$ cat config.mk
export PLATFORM = sky130hd
export DESIGN_NAME = uart_rx
export DESIGN_NICKNAME = d
export VERILOG_FILES = /design/src/rtl/uart_rx_pkg.sv /design/src/rtl/uart_rx_sync.sv /design/src/rtl/uart_rx.sv
export SDC_FILE = /design/constraint.sdc
export NUM_CORES = 1
export LEC_CHECK = 0
export ABC_AREA = 1
export CAP_MARGIN = 20
export CORE_MARGIN = 2
export CORE_UTILIZATION = 40
export DETAILED_ROUTE_END_ITERATION = 7
export GPL_TIMING_DRIVEN = 0
export HOLD_SLACK_MARGIN = 0.12
export PLACE_DENSITY_LB_ADDON = 0.15
export SLEW_MARGIN = 25
export SYNTH_ARGS = -nofsm -noshare
export SYNTH_HDL_FRONTEND = slang
export SYNTH_SLANG_ARGS = --single-unit
$ cat constraint.sdc
create_clock -name sourceClk -period 1.6 [get_ports sourceClk]
set_input_delay 0.32 -clock sourceClk [delete_from_list [all_inputs] [get_ports sourceClk]]
set_output_delay 0.32 -clock sourceClk [all_outputs]
set_load 0.02 [all_outputs]
$ cat src/rtl/uart_rx_pkg.sv
// Definitions shared by the UART receiver and transmitter: receiver state
// encoding and the default baud-accumulator settings (48 MHz, 115200 baud x16).
package uart_rx_pkg;

  typedef enum logic [2:0] {
    RxReset,
    RxIdle,
    RxStartBit,
    RxData,
    RxStopBit,
    RxDone,
    RxBreak
  } rx_state_e;

  localparam int unsigned DEF_ACCUM_WIDTH = 16;
  localparam int unsigned DEF_ACCUM_INC   = 2517;
  localparam int unsigned DEF_STOP_BITS   = 1;
  localparam int unsigned DEF_SYNC_STAGES = 2;

endpackage

$ cat src/rtl/uart_rx_sync.sv
// Metastability synchronizer for the asynchronous RX pin. It resets to the
// idle-high line level so that leaving reset never looks like a start bit.
module rx_sync #(
  parameter int unsigned STAGES = 2
) (
  input  logic sourceClk,
  input  logic reset,
  input  logic d,
  output logic q
);

  logic [STAGES-1:0] sync_q;
  logic [STAGES-1:0] sync_d;

  always_comb begin
    sync_d = {sync_q[STAGES-2:0], d};
  end

  always_ff @(posedge sourceClk) begin
    if (!reset) begin
      sync_q <= '1;
    end else begin
      sync_q <= sync_d;
    end
  end

  assign q = sync_q[STAGES-1];

endmodule

$ cat src/rtl/uart_rx.sv
// 8N1 UART receiver: a 16x oversampling tick from a free-running phase
// accumulator, mid-bit sampling, and a one-cycle valid strobe per byte.
module uart_rx
  import uart_rx_pkg::*;
#(
  parameter int unsigned ACCUM_WIDTH = DEF_ACCUM_WIDTH,
  parameter int unsigned ACCUM_INC   = DEF_ACCUM_INC,
  parameter int unsigned STOP_BITS   = DEF_STOP_BITS,
  parameter int unsigned SYNC_STAGES = DEF_SYNC_STAGES
) (
  input  logic       sourceClk,
  input  logic       reset,
  input  logic       rx_in,
  output logic [7:0] rx_byte,
  output logic       rx_valid,
  output logic       rx_frame_err,
  output logic       rx_busy
);

  localparam logic [ACCUM_WIDTH:0] ACC_INC = (ACCUM_WIDTH + 1)'(ACCUM_INC);

  logic                 rx_s;
  logic                 tick;
  logic [ACCUM_WIDTH:0] acc_q, acc_d;
  rx_state_e            state_q, state_d;
  logic [3:0]           sc_q, sc_d;
  logic [2:0]           bit_cnt_q, bit_cnt_d;
  logic [1:0]           stop_cnt_q, stop_cnt_d;
  logic [7:0]           shift_q, shift_d;
  logic                 err_q, err_d;
  logic [7:0]           rx_byte_q, rx_byte_d;
  logic                 rx_valid_q, rx_valid_d;
  logic                 rx_frame_err_q, rx_frame_err_d;
  logic                 rx_busy_q, rx_busy_d;

  rx_sync #(.STAGES(SYNC_STAGES)) u_sync (
    .sourceClk (sourceClk),
    .reset     (reset),
    .d         (rx_in),
    .q         (rx_s)
  );

  // The carry out of the fraction is the 16x tick; never cleared on start.
  assign tick = acc_q[ACCUM_WIDTH];

  always_comb begin
    acc_d          = {1'b0, acc_q[ACCUM_WIDTH-1:0]} + ACC_INC;
    state_d        = state_q;
    sc_d           = sc_q;
    bit_cnt_d      = bit_cnt_q;
    stop_cnt_d     = stop_cnt_q;
    shift_d        = shift_q;
    err_d          = err_q;
    rx_byte_d      = rx_byte_q;
    rx_valid_d     = 1'b0;
    rx_frame_err_d = 1'b0;
    rx_busy_d      = rx_busy_q;

    case (state_q)
      RxReset: state_d = RxIdle;
      RxIdle: begin
        if (!rx_s) begin
          state_d   = RxStartBit;
          sc_d      = 4'd0;
          rx_busy_d = 1'b1;
        end
      end
      RxStartBit: begin
        if (tick) begin
          if (sc_q == 4'd7) begin
            if (rx_s) begin
              state_d   = RxIdle;
              rx_busy_d = 1'b0;
            end else begin
              state_d   = RxData;
              sc_d      = 4'd0;
              bit_cnt_d = 3'd0;
            end
          end else begin
            sc_d = sc_q + 4'd1;
          end
        end
      end
      RxData: begin
        if (tick) begin
          sc_d = sc_q + 4'd1;
          if (sc_q == 4'd15) begin
            shift_d   = {rx_s, shift_q[7:1]};
            bit_cnt_d = bit_cnt_q + 3'd1;
            if (bit_cnt_q == 3'd7) begin
              state_d    = RxStopBit;
              stop_cnt_d = 2'(STOP_BITS);
              err_d      = 1'b0;
            end
          end
        end
      end
      RxStopBit: begin
        if (tick) begin
          sc_d = sc_q + 4'd1;
          if (sc_q == 4'd15) begin
            err_d      = err_q | ~rx_s;
            stop_cnt_d = stop_cnt_q - 2'd1;
            if (stop_cnt_q == 2'd1) begin
              state_d = RxDone;
            end
          end
        end
      end
      RxDone: begin
        rx_byte_d      = shift_q;
        rx_valid_d     = 1'b1;
        rx_frame_err_d = err_q;
        rx_busy_d      = 1'b0;
        state_d        = err_q ? RxBreak : RxIdle;
      end
      // A framing error may be a break; wait for the line to recover.
      RxBreak: begin
        if (rx_s) begin
          state_d = RxIdle;
        end
      end
      default: state_d = RxIdle;
    endcase
  end

  always_ff @(posedge sourceClk) begin
    if (!reset) begin
      acc_q          <= '0;
      state_q        <= RxReset;
      sc_q           <= 4'd0;
      bit_cnt_q      <= 3'd0;
      stop_cnt_q     <= 2'd0;
      shift_q        <= 8'd0;
      err_q          <= 1'b0;
      rx_byte_q      <= 8'd0;
      rx_valid_q     <= 1'b0;
      rx_frame_err_q <= 1'b0;
      rx_busy_q      <= 1'b0;
    end else begin
      acc_q          <= acc_d;
      state_q        <= state_d;
      sc_q           <= sc_d;
      bit_cnt_q      <= bit_cnt_d;
      stop_cnt_q     <= stop_cnt_d;
      shift_q        <= shift_d;
      err_q          <= err_d;
      rx_byte_q      <= rx_byte_d;
      rx_valid_q     <= rx_valid_d;
      rx_frame_err_q <= rx_frame_err_d;
      rx_busy_q      <= rx_busy_d;
    end
  end

  assign rx_byte      = rx_byte_q;
  assign rx_valid     = rx_valid_q;
  assign rx_frame_err = rx_frame_err_q;
  assign rx_busy      = rx_busy_q;

endmodule

==> metrics.md, run 1 <==
| Metric | Value |
|---|---|
| Post-synth EDFFs | 0 |
| Netlist cell types | 27 |
| GRT overflow | 0 |
| Least-Margin Pin Slew | 0.579 ns |
| Fin. max-slew vios | 0 |
| Largest area contributor in the netlist | dfxtp_1 |
| Reg2reg start | sc_q[1] |
| Ranking of synthesized cells by area | dfxtp_1 (40%), nand2_1 (15%), nor2_1 (11%) |
| Final Hold Violating Endpoints | 0 |
| Reg2reg setup slack | 0.09 ns |
| Commonest cells in the netlist | nand2_1 (104), nor2_1 (72), dfxtp_1 (51) |
| I/O Buffers | 13 |
| WL final | 6.04 mm |
| CTS root buffer | clkbuf_8 |
| Peak VDD IR | 698 uV |
| Vias per cell | 4.88 |
| Slowest CP cell | clkdlybuf4s50_1 |
| Register area share after synthesis | 39.7% |
| First drt pass iteration count | 5 |
| Top-count cell post-synth | nand2_1 |
| Fin nets | 440 |
| DRT iter0 DRCs | 115 |
| Worst min-delay path class | register to register |
| Final number of setup-violating endpoints | 0 |
| Clk_skew | 0.00834 ns |
| Post-Synthesis Cells | 398 |
| Placer congestion estimate | 0.864 |
| Initial Util | 41.0% |
| DR WL met2 | 2.72 mm |
| DR vias | 2,488 |
| Final Cycle Share | 98.3% |
| Drt drc | 0 |
| Synth Register Bits | 51 |
| Status | finished clean |
| CP startpoint kind | register |
| IO Pins | 14 |
| Synth Warn # | 0 |
| Buf/Inv on CP | 1 |
| CP Class | register to primary output |
| Clock buffer count from CTS | 5 |
| Highest routed layer | met4 |
| First-pass GRT wire length | 10.3 mm |
| CP Cell Sequence | clkdlybuf4s50_1 |
| Final Util | 49.6% |
| Longest Clk Path Bufs | 2 |
| Initial antenna violation count | 0 |
| Area Overhead vs Synth | 21.1% |
| Cell area after layout | 3120 sq um |
| Pwr dens | 1270 nW/um^2 |
| Req. time, crit path | 1.28 ns |
| CP delay by family, top | buffers and inverters |
| Crit path DAT | 1.25 ns |
| H-tree levels | 2 |
| Main synth FF type | dfxtp_1 |
| DIE HEIGHT | 84.2 um |
| Met3 wire length | 187 um |
| Global-route usage over all layers | 17.4% |
| Largest stage delay on the critical path | 0.61 ns |
| Layout cells sized above 1 | 12.0% |
| ANT cells | 0 |
| Die outline width | 84.2 um |
| Worst hold start | u_sync.sync_q[0] |
| Mapped Area | 2570 sq um |
| Area share of the largest cell type after synthesis | 39.7% |
| Max Freq | 636 MHz |
| Post-DRT Antenna Nets | 0 |
| Avg Inst Size Synth | 6.46 sq um |
| Die area | 7090 sq um |
| Wire per inst | 11.8 um |
| Async set or reset register ratio after synthesis | 0% |
| Cts hold-fix bufs | 0 |
| Number of fill cells | 651 |
| Clk sink count | 51 |
| CP max FO | 2 |
| Fin crit period | 1.57 ns |
| WHS Endpoint | u_sync.sync_q[1] |
| Worst-skew pair later-pin latency | 0.31 ns |
| Worst Setup End Kind | primary output |
| Capture point of the worst reg-to-reg path | bit_cnt_q[2] |
| Vias in the first global route | 2,289 |
| Site Rows | 29 |
| Core Footprint | 6280 sq um |
| Clk pin slew, worst setup/hold paths | 0.09 ns |
| CTS tree | built |
| WL met1 | 3.07 mm |
| Worst slew margin | 61.4% |
| Net Count, Synth | 406 |
| Max Cap Viol | 0 |
| Area of placed instances | 2800 sq um |
| Hold path cells | 1 |
| Final HPWL DP | 4.17 mm |
| R2r worst-path depth | 10 |
| P_leak | 1.53 nW |
| Largest net degree at the start of global routing | 16 |
[worst reg2reg max path, cell delays in order (launching register included)]
cell,delay (ns)
dfxtp_4,0.39
ha_4,0.17
nand2_2,0.08
nor2_4,0.16
inv_2,0.07
nand2_2,0.09
nand2_2,0.07
nor2_4,0.16
nand2_1,0.07
o21ai_0,0.08
nor2_1,0.05
[metrics by stage]
stage,setup WS (ns),total power [W],hold slack (ns),instances,setup TNS [ns]
floorplan,0.137,0.00254,0.393,398,0
global placement,-0.252,0.00281,0.395,488,-2.06
detailed placement,-0.252,0.00282,0.401,488,-2.45
CTS,0.00891,0.00379,0.424,496,0
global route,-0.00623,0.00428,0.455,510,-0.0119
finish,0.0265,0.00396,0.418,510,0
[routing by layer]
layer	track usage, %	up-vias
met4	4.25	0
met3	3.24	6
met5	0	-
met2	27.6	34
li1	-	1342
met1	24.7	1106
[final cells by class]
type	instances	area, sq um	share of cell area [%]
Multi-Input combinational cell	293	1400	44.8
Clock inverter	2	35.0	1.12
Sequential cell	51	1030	33.1
Timing Repair Buffer	27	254	8.15
Clock buffer	6	82.6	2.65
Buffer	11	57.6	1.85
Inverter	43	161	5.18
Tap cell	77	96.3	3.09
[cell families after synthesis]
logic type / count (synthesis) / synth area share (%)
adder cells (fa/ha/maj): 5 / 2.43
buffers and inverters: 54 / 8.41
AO/OA/AOI/OAI: 52 / 10.7
flip-flops: 51 / 39.7
AND/OR/NAND/NOR: 235 / 38.4
XOR/XNOR: 1 / 0.341
[registers in the layout, summed over array words and instances (netlist names)]
| signal | cells |
|---|---|
| sc_q | 4 |
| state_q | 3 |
| rx_frame_err | 1 |
| rx_valid | 1 |
| shift_q | 8 |
| bit_cnt_q | 3 |
| rx_busy | 1 |
| u_sync.sync_q | 2 |
| err_q | 1 |
| stop_cnt_q | 2 |
| rx_byte | 8 |
| acc_q | 17 |
[how the worst max path moves through the flow]
stage | start | endpoint | cells past startpoint | slack [ns]
after floorplan | sc_q[0] | bit_cnt_q[0] | 10 | 0.14
after global placement | sc_q[0] | shift_q[5] | 6 | -0.25
after detailed placement | sc_q[0] | shift_q[0] | 6 | -0.25
after CTS | state_q[1] | bit_cnt_q[2] | 7 | 0.009
after global routing | sc_q[1] | bit_cnt_q[1] | 10 | -0.006
final | rx_byte[6] | rx_byte[6] | 1 | 0.03
[timing repair]
item,4_1_cts,5_1_grt
pin swaps,0,5
endpoints found under the setup margin,13,36
endpoints found under the hold margin,0,0
buffers inserted,0,14
resized for setup,8,27
[power by group]
part           total, W  internal [W]  switching [W]
sequential      0.00155       0.00142       0.000134
combinational   0.00148      0.000570       0.000910
clock          0.000928      0.000506       0.000422
total           0.00396       0.00249        0.00147
[cell usage in the layout (no fill, tap or decap), drive strengths merged]
cell           netlist  layout
o21ai               17      17
ha                   5       5
bufinv               0       1
o211ai               1       1
a21oi               28      28
inv                 43      43
clkbuf               5      11
xor2                 1       1
clkdlybuf4s50        0       7
nor3                 3       3
nand3               43      43
o22ai                1       1
a211oi               1       1
a31oi                1       1
and2                 1       1
nor2                73      73
dlymetal6s2s         0       6
nand4                7       7
dfxtp               51      51
clkinv               0       1
buf                  6      20
or2                  3       3
o21bai               1       1
o21a                 1       1
nand2              105     105
a21boi               1       1
Note: power is estimated with default switching activity, not from simulation.
==> run 2: changes to the inputs <==
Settings changed: SLEW_MARGIN 25 to default.
==> results of run 2 <==
The final DEF is identical to that of run 1; final timing and power are the same.
==> run 3: changes to the inputs <==
Settings changed: CTS_BUF_LIST from default to sky130_fd_sc_hd__clkbuf_2, PLACE_DENSITY from default to 0.65, PLACE_DENSITY_LB_ADDON 0.15 to default.
==> metrics.md, run 3 (synthesis gave the netlist of run 1 again) <==
| Metric | Value |
|---|---|
| Status | finished clean |
| DR vias | 2,488 (unchanged) |
| Met3 wire length | 180 um (-3.7%) |
| Max reg flops | 17 (unchanged) |
| WL met1 | 2.81 mm (-8.5%) |
| Global-route usage over all layers | 16.7% (-0.70 points) |
| Layout cells sized above 1 | 11.8% (-0.18 points) |
| Cts hold-fix bufs | 0 (unchanged) |
| Most frequent cells in the layout | nand2_1 (100), nor2_1 (66), dfxtp_1 (47) |
| Worst min-delay path class | primary input to register |
| Worst-skew pair later-pin latency | 0.45 ns (+0.14 ns) |
| Final HPWL DP | 4.12 mm (-1.0%) |
| R2r worst-path depth | 9 (-1) |
| H-tree levels | 2 (unchanged) |
| Hold path cells | 2 (+1) |
| Final Hold Violating Endpoints | 0 (unchanged) |
| First-pass GRT wire length | 9.86 mm (-4.7%) |
| Peak VDD IR | 724 uV (+3.8%) |
| Sequential standard cell area | 1030 sq um (-0.36%) |
| Post-DRT Antenna Nets | 0 (unchanged) |
| Commonest non-fill, non-tap cell in the layout | nand2_1 |
| Largest net degree at the start of global routing | 19 (+3) |
| Max Freq | 661 MHz (+4.0%) |
| Clk_skew | 0.00747 ns (-0.000869 ns) |
| Clock buffer count from CTS | 5 (unchanged) |
| DIE HEIGHT | 84.2 um (unchanged) |
| GRT overflow | 0 (unchanged) |
| Req. time, crit path | 1.28 ns (about the same) |
| CTS tree | built |
| Drt drc | 0 (unchanged) |
| CP max FO | 2 (unchanged) |
| Site Rows | 29 (unchanged) |
| Least-Margin Pin Slew | 0.531 ns (-0.0487 ns) |
| Initial antenna violation count | 0 (unchanged) |
| Final Cycle Share | 94.6% (-3.8 points) |
| Worst path depth | 1 (unchanged) |
| CTS root buffer | clkbuf_2 |
| DR WL met2 | 2.63 mm (-3.3%) |
| Vias per cell | 4.90 (+0.39%) |
| Area Overhead vs Synth | 17.3% |
| Core Footprint | 6280 sq um (unchanged) |
| First drt pass iteration count | 4 (-1) |
| WL final | 5.69 mm (-5.7%) |
| Placer congestion estimate | 0.914 (+5.8%) |
| ANT cells | 0 (unchanged) |
| Number of fill cells | 665 (+2.2%) |
| Multi-input gate area | 1400 sq um (+0.36%) |
| Clk pin slew, worst setup/hold paths | 0.28 ns (+0.19 ns) |
| CP Cell Sequence | dlygate4sd2_1 |
| IO Pins | 14 (unchanged) |
| RSZ-0062 raised after global routing | no |
| DRT iter0 DRCs | 143 (+24%) |
| Buf/Inv on CP | 1 (unchanged) |
| Fin nets | 438 (-0.45%) |
| Initial Util | 41.0% (unchanged) |
| Worst slew margin | 64.6% (+3.2 points) |
| Pwr dens | 1210 nW/um^2 (-4.8%) |
| P_leak | 1.44 nW (-6.3%) |
| CP startpoint kind | register |
| I/O Buffers | 13 (unchanged) |
| Slowest CP cell | dfxtp_1 |
| Max Cap Viol | 0 (unchanged) |
| Highest routed layer | met4 |
| Fin. max-slew vios | 0 (unchanged) |
| Vias in the first global route | 2,290 (+0.044%) |
| Worst Setup End Kind | primary output |
| Largest stage delay on the critical path | 0.40 ns (-0.21 ns) |
| Final number of setup-violating endpoints | 0 (unchanged) |
| Place WS | -0.255 ns (-0.00321 ns) |
| Die area | 7090 sq um (unchanged) |
| Longest Clk Path Bufs | 2 (unchanged) |
| Clk sink count | 51 (unchanged) |
| Biggest register | acc_q |
| Crit path DAT | 1.19 ns (-0.06 ns) |
| Final setup margin | 0.0869 ns (+0.0604 ns) |
| Wire per inst | 11.2 um (-5.4%) |
| CP delay by family, top | flip-flops |
| CP Class | register to primary output |
| Fin crit period | 1.51 ns (-0.0604 ns) |
| Die outline width | 84.2 um (unchanged) |
| Final Util | 48.1% (-1.6 points) |
-- run 3: final cells by class --
| type | instances | share of cell area (%) |
|---|---|---|
| multi-input combinational | 293 | 46.5 |
| sequential | 51 | 34.1 |
| timing repair buffer | 25 | 7.30 |
| inverter | 43 | 5.35 |
| tap | 77 | 3.19 |
| buffer | 11 | 1.91 |
| clock inverter | 3 | 0.871 |
| clock buffer | 5 | 0.830 |
-- run 3: final timing paths --
| path | startpoint | end | slack [ns] |
|---|---|---|---|
| setup / recovery | rx_byte[1] | rx_byte[1] | 0.09 |
| hold / removal | rx_in | u_sync.sync_q[0] | 0.41 |
| setup reg to reg | state_q[1] | state_q[1] | 0.11 |
| hold reg to reg | u_sync.sync_q[0] | u_sync.sync_q[1] | 0.45 |
-- run 3: per-stage QoR --
step / hold slack [ns] / total power (W) / cells / TNS, ns / cell area [sq um]
finish: 0.412 / 0.00365 / 508 / 0 / 3020
global route: 0.375 / 0.00397 / 508 / 0 / 3020
CTS: 0.396 / 0.00344 / 498 / 0 / 2870
detailed placement: 0.399 / 0.00282 / 488 / -2.19 / 2800
global placement: 0.396 / 0.00279 / 488 / -2.03 / 2800
floorplan: 0.393 / 0.00254 / 398 / 0 / 2570
-- run 3: report_power, final --
part           internal (W)  leakage [nW]  switching [W]
Combinational      0.000610         0.983       0.000922
Clock              0.000128        0.0344       0.000455
Sequential          0.00142         0.418       0.000119
-- run 3: timing repair --
item / CTS / global route
pin swaps: 0 / 6
endpoints found under the setup margin: 23 / 28
gates resized for setup: 18 / 20
setup buffers: 2 / 10
cloned: 0 / 0
-- run 3: metal layers --
layer / vias to the layer above / global-route usage (%)
met1: 1110 / 21.9
met2: 28 / 28.2
met3: 6 / 3.15
met5: - / 0
met4: 0 / 4.84
li1: 1344 / -
